**src/rtl/mux_pkg.sv**
```systemverilog
`default_nettype none
// ============================================================================
// Module      : mux_pkg
// Description : Shared definitions for the mux_rr registered multiplexer.
//               It holds the mode encodings and a modulo-N increment helper
//               that the round-robin pointer update uses.
// Revision    : 1.0 - initial release
// ============================================================================
package mux_pkg;

    // Encodings for the mode input.
    localparam logic MODE_FIXED = 1'b0;
    localparam logic MODE_RR    = 1'b1;

    // Returns (idx + 1) mod n and wraps explicitly from n-1 to 0. The
    // explicit wrap keeps the result correct when n is not a power of 2.
    function automatic int unsigned mod_inc(input int unsigned idx,
                                            input int unsigned n);
        return ((idx + 1) >= n) ? 0 : (idx + 1);
    endfunction

endpackage
`default_nettype wire

```
**src/rtl/rr_arbiter.sv**
```systemverilog
`default_nettype none
// ============================================================================
// Module      : rr_arbiter
// Description : Purely combinational rotating-priority arbiter. It grants the
//               first requesting channel, searching from ptr_i upward and
//               wrapping modulo CHANNELS.
// Ports       : req_i         - per-channel request vector
//               ptr_i         - highest-priority channel index (< CHANNELS)
//               grant_valid_o - at least one request is present
//               grant_o       - index of the granted channel
// Revision    : 1.0 - initial release
// ============================================================================
module rr_arbiter #(
    parameter  int CHANNELS = 4,
    localparam int SEL_W    = $clog2(CHANNELS)
) (
    input  logic [CHANNELS-1:0] req_i,
    input  logic [SEL_W-1:0]    ptr_i,
    output logic                grant_valid_o,
    output logic [SEL_W-1:0]    grant_o
);

    // Channel index at rotation offset k from ptr. ptr is always below
    // CHANNELS, so a single conditional subtract performs the wrap.
    function automatic logic [SEL_W-1:0] rot_idx(input logic [SEL_W-1:0] ptr,
                                                 input int k);
        int s;
        s = int'(ptr) + k;
        if (s >= CHANNELS) begin
            s = s - CHANNELS;
        end
        return SEL_W'(s);
    endfunction

    // The loop scans from the farthest offset down to offset 0. The last
    // match to be written is therefore the one nearest to ptr.
    always_comb begin
        grant_valid_o = 1'b0;
        grant_o       = '0;
        for (int k = CHANNELS - 1; k >= 0; k--) begin
            if (req_i[rot_idx(ptr_i, k)]) begin
                grant_valid_o = 1'b1;
                grant_o       = rot_idx(ptr_i, k);
            end
        end
    end

endmodule
`default_nettype wire

```
**src/rtl/mux_rr.sv**
```systemverilog
`default_nettype none
// ============================================================================
// Module      : mux_rr
// Description : N-channel registered multiplexer with a valid/ready output
//               stage. The channel is chosen by an explicit selector (fixed
//               mode) or by round-robin arbitration over valid channels.
// Ports       : clk         - clock, rising edge
//               reset       - synchronous active-high reset
//               mode        - 0 fixed select, 1 round-robin
//               selector    - channel index used in fixed mode
//               data_in     - packed channel data, ch i at [i*WIDTH +: WIDTH]
//               valid_in    - per-channel valid
//               ready_out   - per-channel accept strobe (one-hot or zero)
//               data_out    - registered selected data
//               channel_out - channel index of the word in data_out
//               valid_out   - data_out holds an unconsumed word
//               ready_in    - downstream consumes data_out this cycle
// Revision    : 1.0 - initial release
// ============================================================================
module mux_rr
    import mux_pkg::*;
#(
    parameter  int WIDTH    = 8,
    parameter  int CHANNELS = 4,
    localparam int SEL_W    = $clog2(CHANNELS)
) (
    input  logic                      clk,
    input  logic                      reset,
    input  logic                      mode,
    input  logic [SEL_W-1:0]          selector,
    input  logic [CHANNELS*WIDTH-1:0] data_in,
    input  logic [CHANNELS-1:0]       valid_in,
    output logic [CHANNELS-1:0]       ready_out,
    output logic [WIDTH-1:0]          data_out,
    output logic [SEL_W-1:0]          channel_out,
    output logic                      valid_out,
    input  logic                      ready_in
);

    logic             valid_q, valid_d;
    logic [WIDTH-1:0] data_q,  data_d;
    logic [SEL_W-1:0] chan_q,  chan_d;
    logic [SEL_W-1:0] ptr_q,   ptr_d;

    logic             w_load;
    logic             w_fix_valid;
    logic             w_rr_valid;
    logic [SEL_W-1:0] w_rr_grant;
    logic             w_grant_valid;
    logic [SEL_W-1:0] w_grant;
    logic [WIDTH-1:0] w_chan_data [CHANNELS];

    genvar gi;
    generate
        for (gi = 0; gi < CHANNELS; gi++) begin : g_chan
            assign w_chan_data[gi] = data_in[gi*WIDTH +: WIDTH];
        end
    endgenerate

    // The register can take a word when it is empty or when its word
    // leaves on this edge.
    assign w_load = !valid_q || ready_in;

    // The range check comes first so that a selector of CHANNELS or more
    // (possible when CHANNELS is not a power of 2) never indexes valid_in.
    assign w_fix_valid = (32'(selector) < CHANNELS) && valid_in[selector];

    rr_arbiter #(
        .CHANNELS (CHANNELS)
    ) u_arb (
        .req_i         (valid_in),
        .ptr_i         (ptr_q),
        .grant_valid_o (w_rr_valid),
        .grant_o       (w_rr_grant)
    );

    assign w_grant_valid = (mode == MODE_RR) ? w_rr_valid : w_fix_valid;
    assign w_grant       = (mode == MODE_RR) ? w_rr_grant : selector;

    generate
        for (gi = 0; gi < CHANNELS; gi++) begin : g_ready
            assign ready_out[gi] = w_load && w_grant_valid &&
                                   (w_grant == SEL_W'(gi));
        end
    endgenerate

    always_comb begin
        valid_d = valid_q;
        data_d  = data_q;
        chan_d  = chan_q;
        ptr_d   = ptr_q;
        if (w_load) begin
            if (w_grant_valid) begin
                valid_d = 1'b1;
                data_d  = w_chan_data[w_grant];
                chan_d  = w_grant;
                // Only round-robin transfers move the pointer.
                if (mode == MODE_RR) begin
                    ptr_d = SEL_W'(mod_inc(32'(w_grant), CHANNELS));
                end
            end else begin
                // Data and channel keep their old values. Only valid drops.
                valid_d = 1'b0;
            end
        end
    end

    always_ff @(posedge clk) begin
        if (reset) begin
            valid_q <= 1'b0;
            data_q  <= '0;
            chan_q  <= '0;
            ptr_q   <= '0;
        end else begin
            valid_q <= valid_d;
            data_q  <= data_d;
            chan_q  <= chan_d;
            ptr_q   <= ptr_d;
        end
    end

    assign valid_out   = valid_q;
    assign data_out    = data_q;
    assign channel_out = chan_q;

endmodule
`default_nettype wire

```
**config.mk**
```make
export PLATFORM = sky130hd
export DESIGN_NAME = mux_rr
export DESIGN_NICKNAME = d
export VERILOG_FILES = /design/src/rtl/mux_pkg.sv /design/src/rtl/rr_arbiter.sv /design/src/rtl/mux_rr.sv
export SDC_FILE = /design/constraint.sdc
export NUM_CORES = 1
export LEC_CHECK = 0
export ABC_AREA = 0
export CORE_MARGIN = 8
export CORE_UTILIZATION = 34
export CTS_BUF_LIST = sky130_fd_sc_hd__clkbuf_16
export DETAILED_ROUTE_END_ITERATION = 16
export GPL_TIMING_DRIVEN = 0
export PLACE_DENSITY = 0.74
export SLEW_MARGIN = 5
export SYNTH_ARGS = -nofsm -noshare
export SYNTH_HDL_FRONTEND = slang
export SYNTH_HIERARCHICAL = 1
export SYNTH_SLANG_ARGS = --single-unit
```
**constraint.sdc**
```tcl
create_clock -name clk -period 2.66 [get_ports clk]
set_input_delay 0.665 -clock clk [delete_from_list [all_inputs] [get_ports clk]]
set_output_delay 0.665 -clock clk [all_outputs]
set_load 0.03 [all_outputs]
```
* Word level (Yosys, flattened, before mapping)
Cells that the tools add are included.
Word-level totals: output and inout bits 15, input bits 42, register bits after elaboration 13, word-level logic and storage cells 66
Cells by class: reduce and logical (&&, ||, !) cells 10, bitwise gates (word level) 1, $add $sub $neg 8, $lt $le $gt $ge 11, eq/ne operators 3, mux-type cells 29
Operator list (number):
- $mux 2 | 10
- $bmux 8 s2 | 1
- $mux 8 | 2
- $ge 3x3->1 const B | 5
- $lt 2x3->1 const B | 5
- $mux 1 | 11
- $bmux 1 s2 | 5
- $sub 2x1->2 const B | 4
- $add 2x1->3 const B | 2
- $add 2x2->3 const B | 2
- $logic_and 1x1->1 | 5
- $eq 2x2->1 const B | 2
- $ge 2x3->1 const B | 1
- $not 2->3 | 1
- $reduce_and 3->1 | 1
- $eq 2x1->1 const B | 1
- $logic_not 2->1 | 1
- $reduce_and 2->1 | 1
- $logic_not 1->1 | 1
- $logic_or 1x1->1 | 1

* Logic depth before layout (Yosys ltp)
depth after elaboration 14, depth in mapped cells 10

* By module
Netlist, hierarchy kept.
By module, submodules not included:
- mux_rr | times used 1, cells each 88, area each 888.4 um2
- rr_arbiter | times used 1, cells each 13, area each 77.6 um2

* Worst setup path before layout
OpenSTA, ideal clock, no wires.
path kind input to output, from in valid_in[3], to out ready_out[3], setup slack -128 ps, stages on the path 8, arrival 2123 ps, buffers on the path 1, cell sequence nand2b_1 -> a211oi_1 -> nor2_1 -> mux2i_1 -> clkbuf_1 -> inv_1 -> ha_1 -> and3_1
On the way: longest elaborated chain between the ends 9
Ends and longest elaborated chain:
- from (decl) | line mux_rr.sv:32 | input logic [CHANNELS-1:0] valid_in,
- $bmux 1 s2 | line rr_arbiter.sv:41 | if (req_i[rot_idx(ptr_i, k)]) begin
- $mux 1 (not written as such) | line rr_arbiter.sv:41
- $mux 2 (3 in a row) | line rr_arbiter.sv:41
- $mux 2 (*) | line rr_arbiter.sv:41
- named net w_rr_grant[1] | line mux_rr.sv:48 | logic [SEL_W-1:0] w_rr_grant;
- $mux 2 (*) | line mux_rr.sv:78 | assign w_grant = (mode == MODE_RR) ? w_rr_grant : selector;
- named net w_grant[1] | line mux_rr.sv:50 | logic [SEL_W-1:0] w_grant;
- $eq 2x2->1 (*) | line mux_rr.sv:83 | (w_grant == SEL_W'(gi));
- $logic_and 1x1->1 (*) | line mux_rr.sv:82 | assign ready_out[gi] = w_load && w_grant_valid &&
- to (decl) | line mux_rr.sv:33 | output logic [CHANNELS-1:0] ready_out,
Mark *: on every way through the listed nets, which the timed path passes. The rest lies on a longest branch. The select of a mux whose other input is x is not followed.

* Worst setup path in the final report
Same ends and word-level chain as after synthesis.

==> results.toml <==
[power_and_ir_drop]
power_density_nw_per_um2 = 507
total_power_mw = 0.908
power.leakage_nw = 0.734
peakVddDrop_mv = 0.502

[status]
status = "complete, but fails checks"
violations = "negative setup slack"

[clock_tree]
clk_latency_ns = 0.24
path_clk_slew_ns = 0.04
cts_root_buffer = "clkbuf_16"
cts.sinks = 13
htreeDepth = 1
cts_tree = "done"
cts_inserted_buffers = 3
cts_buffer_depth = 2
cts_hold_buf = 0

[sta]
fin_crit_sh_pct = 101
fin_crit_ns = 2.67
rsz0062_at_grt = "true"
finalHoldViolCount = 0
skew_ns = 0.00174
slew_headroom_pct = 60.7
setup_violations = 2
fin_ws_ns = -0.0149
hold_slack_ns = 0.485
slew_viol_final = 0
max_freq_mhz = 374
worst_slew_pin_slew_ns = 0.587

[flow_run]
cap_violations = 0

[worst_setup_path]
startpoint_type = "input pin"
critPathCapture = "ready_out[3]"
reg2reg_depth = 10
critPathMaxFanout = 4
rr_endpoint = "data_out[6]"
rr_startpoint = "ptr_q[1]"
worstSetupStartpoint = "valid_in[3]"
cp-end-kind = "output port"
reg2reg_slack_ns = 0.43
crit_required_ns = 2.00
crit_type = "in -> out"
cp.arrival_ns = 2.01

[drt]
wl_um = 3440
wire_per_inst_um = 17.3
ant_nets = 0
dr.pass1.iters = 6
drc = 0
num_vias = 1002
drt_iter0_markers = 15
viasPerCell = 5.04

[synthesis]
synth_cells = 101
yosysTopAreaCellShare_pct = 26.9
yosysSeqAreaShare_pct = 26.9
synth.cell_area_um2 = 966
synth.top_cells.by_area = "dfxtp_1 (27%), mux2i_1 (23%), mux2_2 (10%), nand2b_1 (7.1%), ha_1 (5.2%)"
synth_nets = 147
yosysTopAreaCell = "dfxtp_1"
synth.avg_cell_area_um2 = 9.56
ys_warn_count = 6
synth.distinct_cells = 22
synth_seq_cells = 13

[grt]
grt_usage_pct = 13.7
grt_max_degree = 11
antenna_found_initial = 0
grt_pass1_wl_um = 5480
grt_pass1_vias = 1147
overflow = 0

[layout]
post-route-util_pct = 65.4
finalInstanceArea_um2 = 1790
syn_to_final_growth_pct = 85.2
final_nets = 215
layout_commonest_cell = "clkdlybuf4s50_1"
final_cell_mix = "clkdlybuf4s50_1 (45), mux2i_1 (21), dfxtp_1 (13), nand2b_1 (10), buf_4 (9)"
layout-drive-gt1-share_pct = 29.2
antenna_cells = 0
layout.cells.non_filler = 199

[floorplanning]
io_pins = 57
coreArea_um2 = 2730
rows = 19
initial_utilization_pct = 35.3
dieWidth_um = 69.3
die_h_um = 69.3
dieArea_um2 = 4800

[place]
io_buffers = 55
gp_congestion = 0.847
dpl_cell_area_um2 = 1560
place_inst = 187
hpwl_um = 2720

[min_path]
min_path_type = "reg -> reg"
-- synth_stat cells --
library cell and number:
a211oi_1 3, a211oi_2 1, a21oi_1 4, and3_1 5, buf_2 1, buf_6 1
buf_8 1, clkbuf_1 2, dfxtp_1 13, ha_1 4, inv_1 1, inv_4 1
mux2_2 9, mux2i_1 22, mux4_2 1, nand2_1 2, nand2b_1 11, nor2_1 8
nor2b_1 1, nor3b_1 1, o22ai_1 8, or3_1 1
-- power by group --
| group | total (mW) | leakage (nW) | internal (mW) | switching, mW |
|---|---|---|---|---|
| combinational | 0.396 | 0.584 | 0.212 | 0.184 |
| clock | 0.276 | 0.0423 | 0.198 | 0.0785 |
| sequential | 0.236 | 0.108 | 0.220 | 0.0158 |
-- cell families (layout without fill, tap and decap cells) --
logic type	Yosys count	in the layout	synth area share (%)
multiplexers	32	32	35.6
flip-flops	13	13	26.9
AO/OA/AOI/OAI	16	16	10.9
AND/OR/NAND/NOR	29	29	16.3
buffers and inverters	7	74	5.05
adder cells (fa/ha/maj)	4	4	5.18
-- timing repair --
item | 4_1_cts | 5_1_grt
pin swaps | 4 | 3
setup buffers | 9 | 1
resized for setup | 70 | 5
endpoints found under the setup margin | 4 | 4
-- how the worst min path moves through the flow --
stage | slack (ns) | cells past startpoint | from | end
detailed placement | 0.48 | 2 | data_out[7] | data_out[7]
global route | 0.52 | 2 | data_out[7] | data_out[7]
finish | 0.48 | 2 | data_out[7] | data_out[7]
floorplan | 0.52 | 2 | ptr_q[0] | ptr_q[0]
global placement | 0.47 | 2 | data_out[2] | data_out[2]
CTS | 0.49 | 2 | data_out[7] | data_out[7]
-- cell type report --
cell class	count	area [µm²]
Buffer	4	33.8
Clock inverter	1	3.75
Timing Repair Buffer	64	613
Fill cell	229	945
Clock buffer	3	75.1
Sequential cell	13	260
Tap cell	31	38.8
Inverter	2	15.0
Multi-Input combinational cell	81	749
-- flip-flops by register name, summed over array words and instances (netlist names) --
register,count
ptr_q,2
channel_out,2
data_out,8
valid_out,1
-- metrics by stage --
step           setup slack [ns]  TNS (ns)
6_report                -0.0149   -0.0219
5_1_grt                  -0.125    -0.440
4_1_cts                 -0.0214   -0.0366
3_5_place_dp              -1.21     -6.17
3_3_place_gp              -1.13     -5.30
2_1_floorplan            0.0212         0
-- per-layer routing --
layer  GRT usage [%]  vias to the layer above  routed length, µm
li1                -                      501                  -
met1            14.2                      472               1390
met2            26.4                       23               1920
met3            2.15                        6                 72
met4            5.47                        0                 57
met5               0                        -                  0
-- worst max-delay path, cell delays in order --
cell      delay (ns)
buf_8           0.10
nand2b_4        0.13
a211oi_2        0.18
nor2_1          0.06
mux2i_1         0.21
clkbuf_8        0.21
inv_6           0.04
ha_4            0.15
and3_4          0.14
buf_6           0.13
Power figures use the tool's default switching activity.
